$ cat src/rtl/timebase_gen.sv
// Time-base generator: divides the system clock into one-cycle second,
// minute and hour strobes and exposes running second/minute counts.
// Supports hold (freeze) plus fastwatch and turbo test modes.
module timebase_gen #(
  parameter int unsigned TICKS_PER_SEC = 256,
  parameter int unsigned SECS_PER_MIN  = 60,
  parameter int unsigned MINS_PER_HOUR = 60
) (
  input  logic                             clock,
  input  logic                             reset_n,
  input  logic                             reset_count,
  input  logic                             hold,
  input  logic [1:0]                       mode,
  output logic                             one_second,
  output logic                             one_minute,
  output logic                             one_hour,
  output logic [$clog2(SECS_PER_MIN)-1:0]  sec_count,
  output logic [$clog2(MINS_PER_HOUR)-1:0] min_count
);

  localparam int unsigned TW = $clog2(TICKS_PER_SEC);
  localparam int unsigned SW = $clog2(SECS_PER_MIN);
  localparam int unsigned MW = $clog2(MINS_PER_HOUR);

  localparam logic [TW-1:0] TICK_LAST = TW'(TICKS_PER_SEC - 1);
  localparam logic [SW-1:0] SEC_LAST  = SW'(SECS_PER_MIN - 1);
  localparam logic [MW-1:0] MIN_LAST  = MW'(MINS_PER_HOUR - 1);

  localparam logic [1:0] MODE_FAST  = 2'b01;
  localparam logic [1:0] MODE_TURBO = 2'b10;

  logic [TW-1:0] tick_cnt;
  logic          sec_r;
  logic          min_r;
  logic          hr_r;
  logic          tick_wrap;
  logic          sec_wrap;
  logic          min_wrap;

  // Wrap detection; turbo forces a second boundary on every cycle
  always_comb begin
    tick_wrap = 1'b0;
    sec_wrap  = 1'b0;
    min_wrap  = 1'b0;
    if (!hold) begin
      tick_wrap = (mode == MODE_TURBO) ? 1'b1 : (tick_cnt == TICK_LAST);
    end
    sec_wrap = tick_wrap && (sec_count == SEC_LAST);
    min_wrap = sec_wrap && (min_count == MIN_LAST);
  end

  // Counter chain and strobe registers; reset > reset_count > hold > count
  always_ff @(posedge clock) begin
    if (!reset_n || reset_count) begin
      tick_cnt  <= '0;
      sec_count <= '0;
      min_count <= '0;
      sec_r     <= 1'b0;
      min_r     <= 1'b0;
      hr_r      <= 1'b0;
    end else if (hold) begin
      sec_r <= 1'b0;
      min_r <= 1'b0;
      hr_r  <= 1'b0;
    end else begin
      tick_cnt <= tick_wrap ? '0 : tick_cnt + TW'(1);
      if (tick_wrap) begin
        sec_count <= sec_wrap ? '0 : sec_count + SW'(1);
      end
      if (sec_wrap) begin
        min_count <= min_wrap ? '0 : min_count + MW'(1);
      end
      sec_r <= tick_wrap;
      min_r <= sec_wrap;
      hr_r  <= min_wrap;
    end
  end

  // Strobe output mux; fastwatch shifts minute/hour strobes down one level
  always_comb begin
    one_second = sec_r;
    one_minute = min_r;
    one_hour   = hr_r;
    if (mode == MODE_FAST) begin
      one_minute = sec_r;
      one_hour   = min_r;
    end
  end

endmodule

$ cat config.mk
export PLATFORM = sky130hd
export DESIGN_NAME = timebase_gen
export DESIGN_NICKNAME = d
export VERILOG_FILES = /design/src/rtl/timebase_gen.sv
export SDC_FILE = /design/constraint.sdc
export NUM_CORES = 1
export LEC_CHECK = 0
export BUFFER_PORTS_ARGS = -buffer_cell sky130_fd_sc_hd__buf_2
export CORE_UTILIZATION = 48
export DETAILED_ROUTE_END_ITERATION = 6
export GPL_TIMING_DRIVEN = 0
export PLACE_DENSITY = 0.75
export SYNTH_ARGS = -nofsm -noshare
export SYNTH_HDL_FRONTEND = slang
export SYNTH_SLANG_ARGS = --single-unit
export TNS_END_PERCENT = 50
$ cat constraint.sdc
create_clock -name clock -period 1.56 [get_ports clock]
set_clock_uncertainty 0.05 [all_clocks]
set_input_delay 0.234 -clock clock [delete_from_list [all_inputs] [get_ports clock]]
set_output_delay 0.234 -clock clock [all_outputs]
set_load 0.02 [all_outputs]
---- Yosys cells after proc, flatten, opt, wreduce, memory -nomap -nowiden ----
Index checks and enable logic that the tools add are counted.
cells by class
  bitwise operators ....................... 1
  muxes and demuxes ....................... 7
  reductions and logical operators ........ 7
  equal/unequal tests ..................... 5
  $add $sub $neg .......................... 3
operator list
  kind                                                 count
  adder 6 x 1 -> 6 bit, second input constant          2
  equality test 6 bit, second input constant           2
  2-to-1 mux 6 bit                                     2
  adder 8 x 1 -> 8 bit, second input constant          1
  equality test 8 bit, second input constant           1
  2-to-1 mux 8 bit                                     1
  2-to-1 mux 1 bit                                     4
  AND reduction 2 bit                                  2
  equality test 2 x 1 -> 1 bit, second input constant  1
  equality test 2 bit, second input constant           1
  logical AND 1 bit                                    2
  OR reduction 2 bit                                   1
  logical NOT 1 bit                                    1
  logical OR 1 bit                                     1
  NOT 1 bit                                            1
word-level totals
  output and inout bits ................... 15
  bits in registers ....................... 23
  logic and storage cells ................. 29
  input bits .............................. 6

---- Depth between registers and ports, before layout ----
  word-level depth ........................ 6
  mapped depth ............................ 6
  mapped depth without buffers ............ 5

---- Worst setup path after synthesis ----
No wires, ideal clock.
  kind .................................... register -> register
  start point ............................. register tick_cnt[0]
  end point ............................... register tick_cnt[0]
  arrival time ............................ 1.506 ns
  library setup time ...................... 0.071 ns
  data required time ...................... 1.439 ns
  cell stages (with the launch flop) ...... 7
  buffers on the path ..................... 1
  setup slack ............................. -0.067 ns
  clock period less this slack ............ 1.627 ns
  cell sequence ........................... dfxtp_1 -> ha_1 -> and3b_1 -> a31o_2 -> buf_6 -> or3_1 -> a21oi_1
between the ends
  word-level cells in the longest chain between the ends .. 4
  elaborated cells between the ends (all ways) .. 5
  those cells by class .................... add/sub: 1; eq/ne: 1; mux: 3
RTL lines
  what                                                                          line  text
  start: declaration                                                            32    logic [TW-1:0] tick_cnt;
  start signal: assignment                                                      66    tick_cnt <= tick_wrap ? '0 : tick_cnt + TW'(1);
  parallel branches: the longest is 3 deep, another holds adder 8 x 1 -> 8 bit  n/a
  2-to-1 mux 8 bit (*)                                                          66
Every way passes the cells marked *.
A chain may end at the register's enable or synchronous reset.

---- Final worst setup path ----
  start point ............................. register tick_cnt[0]
  end point ............................... register sec_count[5]
between the ends
  word-level cells in the longest chain between the ends .. 5
  elaborated cells between the ends (all ways) .. 6
  those cells by class .................... eq/ne: 1; mux: 3; reduce/logical: 2
RTL lines
  what                     line  text
  equality test 8 bit (*)  46    tick_wrap = (mode == MODE_TURBO) ? 1'b1 : (tick_cnt == TICK_LAST);
  2-to-1 mux 1 bit (*)     46
  2-to-1 mux 1 bit (*)     45    if (!hold) begin
  logical AND 1 bit        48    sec_wrap = tick_wrap && (sec_count == SEC_LAST);
  2-to-1 mux 6 bit         68    sec_count <= sec_wrap ? '0 : sec_count + SW'(1);
  end signal: assignment   68
  end: declaration         17    output logic [$clog2(SECS_PER_MIN)-1:0] sec_count,
Every way passes the cells marked *; elsewhere a longest branch is shown, timed or not.

==> impl_metrics.toml <==
[run_status]
status = "complete, but fails checks"
failed_checks = "negative setup slack"

[placed_design]
dp_cells = 179
hpwl_um = 1750
port_buffers = 20
place.gp.congestion = 0.848
postPlaceCellArea_um2 = 1310
dp_slack_ns = -0.209

[pwr]
power_density_nw_per_um2 = 639
vdd_ir_drop_max_uv = 503
finalPower_mw = 0.952
p_leak_nw = 0.554

[timing]
max_freq_mhz = 619
min_period_ns = 1.61
relSlewSlack = 0.664
worst_slew_pin_slew_ns = 0.504
setup_viol = 14
rsz0062_at_grt = "true"
hold_viol = 0
fin_crit_sh = 1.03
finalWorstSetupSlack_ns = -0.0544
drv_slew = 0
setup_tns_ns = -0.436

[setup_path]
crit_start = "tick_cnt[0]"
crit_fanout = 6
r2r_slack_ns = -0.05
r2r_end = "sec_count[5]"
critical_path_arrival_ns = 1.77
worstRegToRegCells = 5
timing.rr.start = "tick_cnt[0]"
endpoint = "sec_count[5]"
crit_type = "reg -> reg"
cp-start-kind = "flip-flop"
crit_path_end_kind = "flip-flop"
worstPathRequired_ns = 1.72

[synth]
yosysSeqAreaShare = 0.394
synth_seq_cells = 23
syn_nets = 140
async_reset_ff_frac = 0
avgSynthCellArea_um2 = 8.91
synth_edf_count = 0
yosysWarningCount = 0
synth_area_leaders = "dfxtp_1, nand2_1, ha_1"
syn_area_um2 = 1170
synth_top_cell_area_share = 0.394
synth_top_cell_by_area = "dfxtp_1"
ys_types = 39
synth_ff_type = "dfxtp_1"
synthCells = 131

[clock_tree]
ctsHoldBuffers = 0
htreeDepth = 1
root_buffer = "clkbuf_4"
cts_tree = "done"
clk-insertion-delay-late_ns = 0.31
clock-sinks = 23
cts_buffers = 3
clk_pin_slew_ns = 0.14
clockBufferDepth = 2

[route]
drtPass1Iterations = 4
detail_route.wl_per_cell_um = 14.5
ant_nets = 0
drtIter0Drc = 39
vias_per_cell = 5.84
route.detailed.drc = 0
routed_wl_um = 2760
vias = 1109

[global_route]
grt_pass1_wl_um = 4640
grt_use_total = 0.233
grt-ovfl-total = 0
grt_antenna_before_repair = 0
grt_start_max_net_pins = 14
grt_pass1_vias = 1025

[die]
num_rows = 17
initial_utilization = 0.518
die_area_um2 = 2630
die_h_um = 51.3
core_area_um2 = 2250
die_w_um = 51.3
io_pins = 21

[finish]
final_cells = 190
area_delta_synth_final_pct = 27.5
final_cell_area_um2 = 1490
n_antenna_cell = 0
layout-drive-gt1-share = 0.358
final.fill_count = 211
nNetsFinal = 172

[worst_hold_path]
min_from = "hold"
hold_path.class = "in -> reg"

[flow_run]
cap_violations = 0
-- state kept, by name, indices dropped and copies added (netlist names) --
| name | count |
|---|---|
| hr_r | 1 |
| one_second | 1 |
| sec_count | 6 |
| min_count | 6 |
| min_r | 1 |
| tick_cnt | 8 |
-- synth_stat cells (all sizes together) (4+ instances only) --
library cell and count:
nand4 5, nor3 7, xnor2 4, o21ai 7
nor2 8, nand2 16, dfxtp 23, a21oi 6
nand3 4, nor4 4
-- area by class of cell --
cell class | instances | area, µm² | share of cell area
repair buffers | 27 | 160 | 0.108
inverters | 2 | 7.51 | 0.00504
clock buffers | 3 | 22.5 | 0.0151
clock inverters | 1 | 5.00 | 0.00336
plain buffers | 5 | 33.8 | 0.0227
multi-input cells | 101 | 758 | 0.509
well taps | 28 | 35.0 | 0.0235
flip-flops and latches | 23 | 467 | 0.313
-- power breakdown --
| group | switching (mW) | internal, mW |
|---|---|---|
| Combinational | 0.0444 | 0.0351 |
| Sequential | 0.00267 | 0.590 |
| Clock | 0.184 | 0.0956 |
-- worst min path at each step --
stage | to | slack [ns] | cells past startpoint
after floorplan | one_second | 0.39 | 2
after global placement | tick_cnt[0] | 0.42 | 2
after detailed placement | tick_cnt[0] | 0.42 | 2
after CTS | one_second | 0.19 | 3
after global routing | one_second | 0.18 | 3
final | one_second | 0.19 | 3
-- cell usage in the layout, fill, tap and decap left out, types with 2 or more instances in the layout --
master,count
nand4_1,5
dfxtp_1,18
o211ai_1,2
nand3b_1,2
nand3_1,4
o21ai_0,2
nor2_2,3
clkbuf_4,3
dfxtp_2,5
nor3_1,7
a211o_1,2
nor2b_1,3
xnor2_1,4
buf_4,5
buf_6,4
xor2_1,3
nor2_1,5
or3_1,2
clkbuf_1,3
a32o_1,2
a31oi_4,2
o21ai_1,4
inv_1,2
mux2_2,2
nor4_1,3
nand2_1,14
buf_2,20
a21oi_1,6
-- layer usage --
metal | up-vias | GRT usage | wire length, µm
met5 | - | 0 | 0
met4 | 0 | 0.0541 | 48
met3 | 4 | 0.0357 | 136
met2 | 39 | 0.397 | 1290
met1 | 511 | 0.309 | 1290
li1 | 555 | - | -
-- through the flow --
stage	hold slack (ns)	utilization
finish	0.185	0.660
global route	0.182	0.660
CTS	0.188	0.639
detailed placement	0.419	0.581
global placement	0.416	0.581
floorplan	0.392	-
-- critical path, stage by stage, from the launching register on --
cell and delay [ns]:
dfxtp_2 0.36, ha_4 0.15, and3b_2 0.26, a31oi_4 0.33
nor3_1 0.10, o221a_2 0.27
-- cell families (layout without fill, tap and decap cells) --
kind of cell | after synthesis | count (layout) | share of synthesized area
buffers and inverters | 8 | 38 | 0.0397
and+or+nand+nor | 62 | 62 | 0.300
AOI/OAI and AO/OA | 26 | 27 | 0.162
xor gates and xnor gates | 7 | 7 | 0.0525
muxes | 2 | 2 | 0.0193
adders and majority gates | 3 | 3 | 0.0322
DFF | 23 | 23 | 0.394
-- repair_timing --
action,in CTS,in global routing
buffers inserted,6,0
pin swaps,13,15
gates resized for setup,15,13
cloned,2,0
endpoints found under the setup margin,19,21
hold endpoints to repair,0,0
Power figures use the tool's default switching activity.
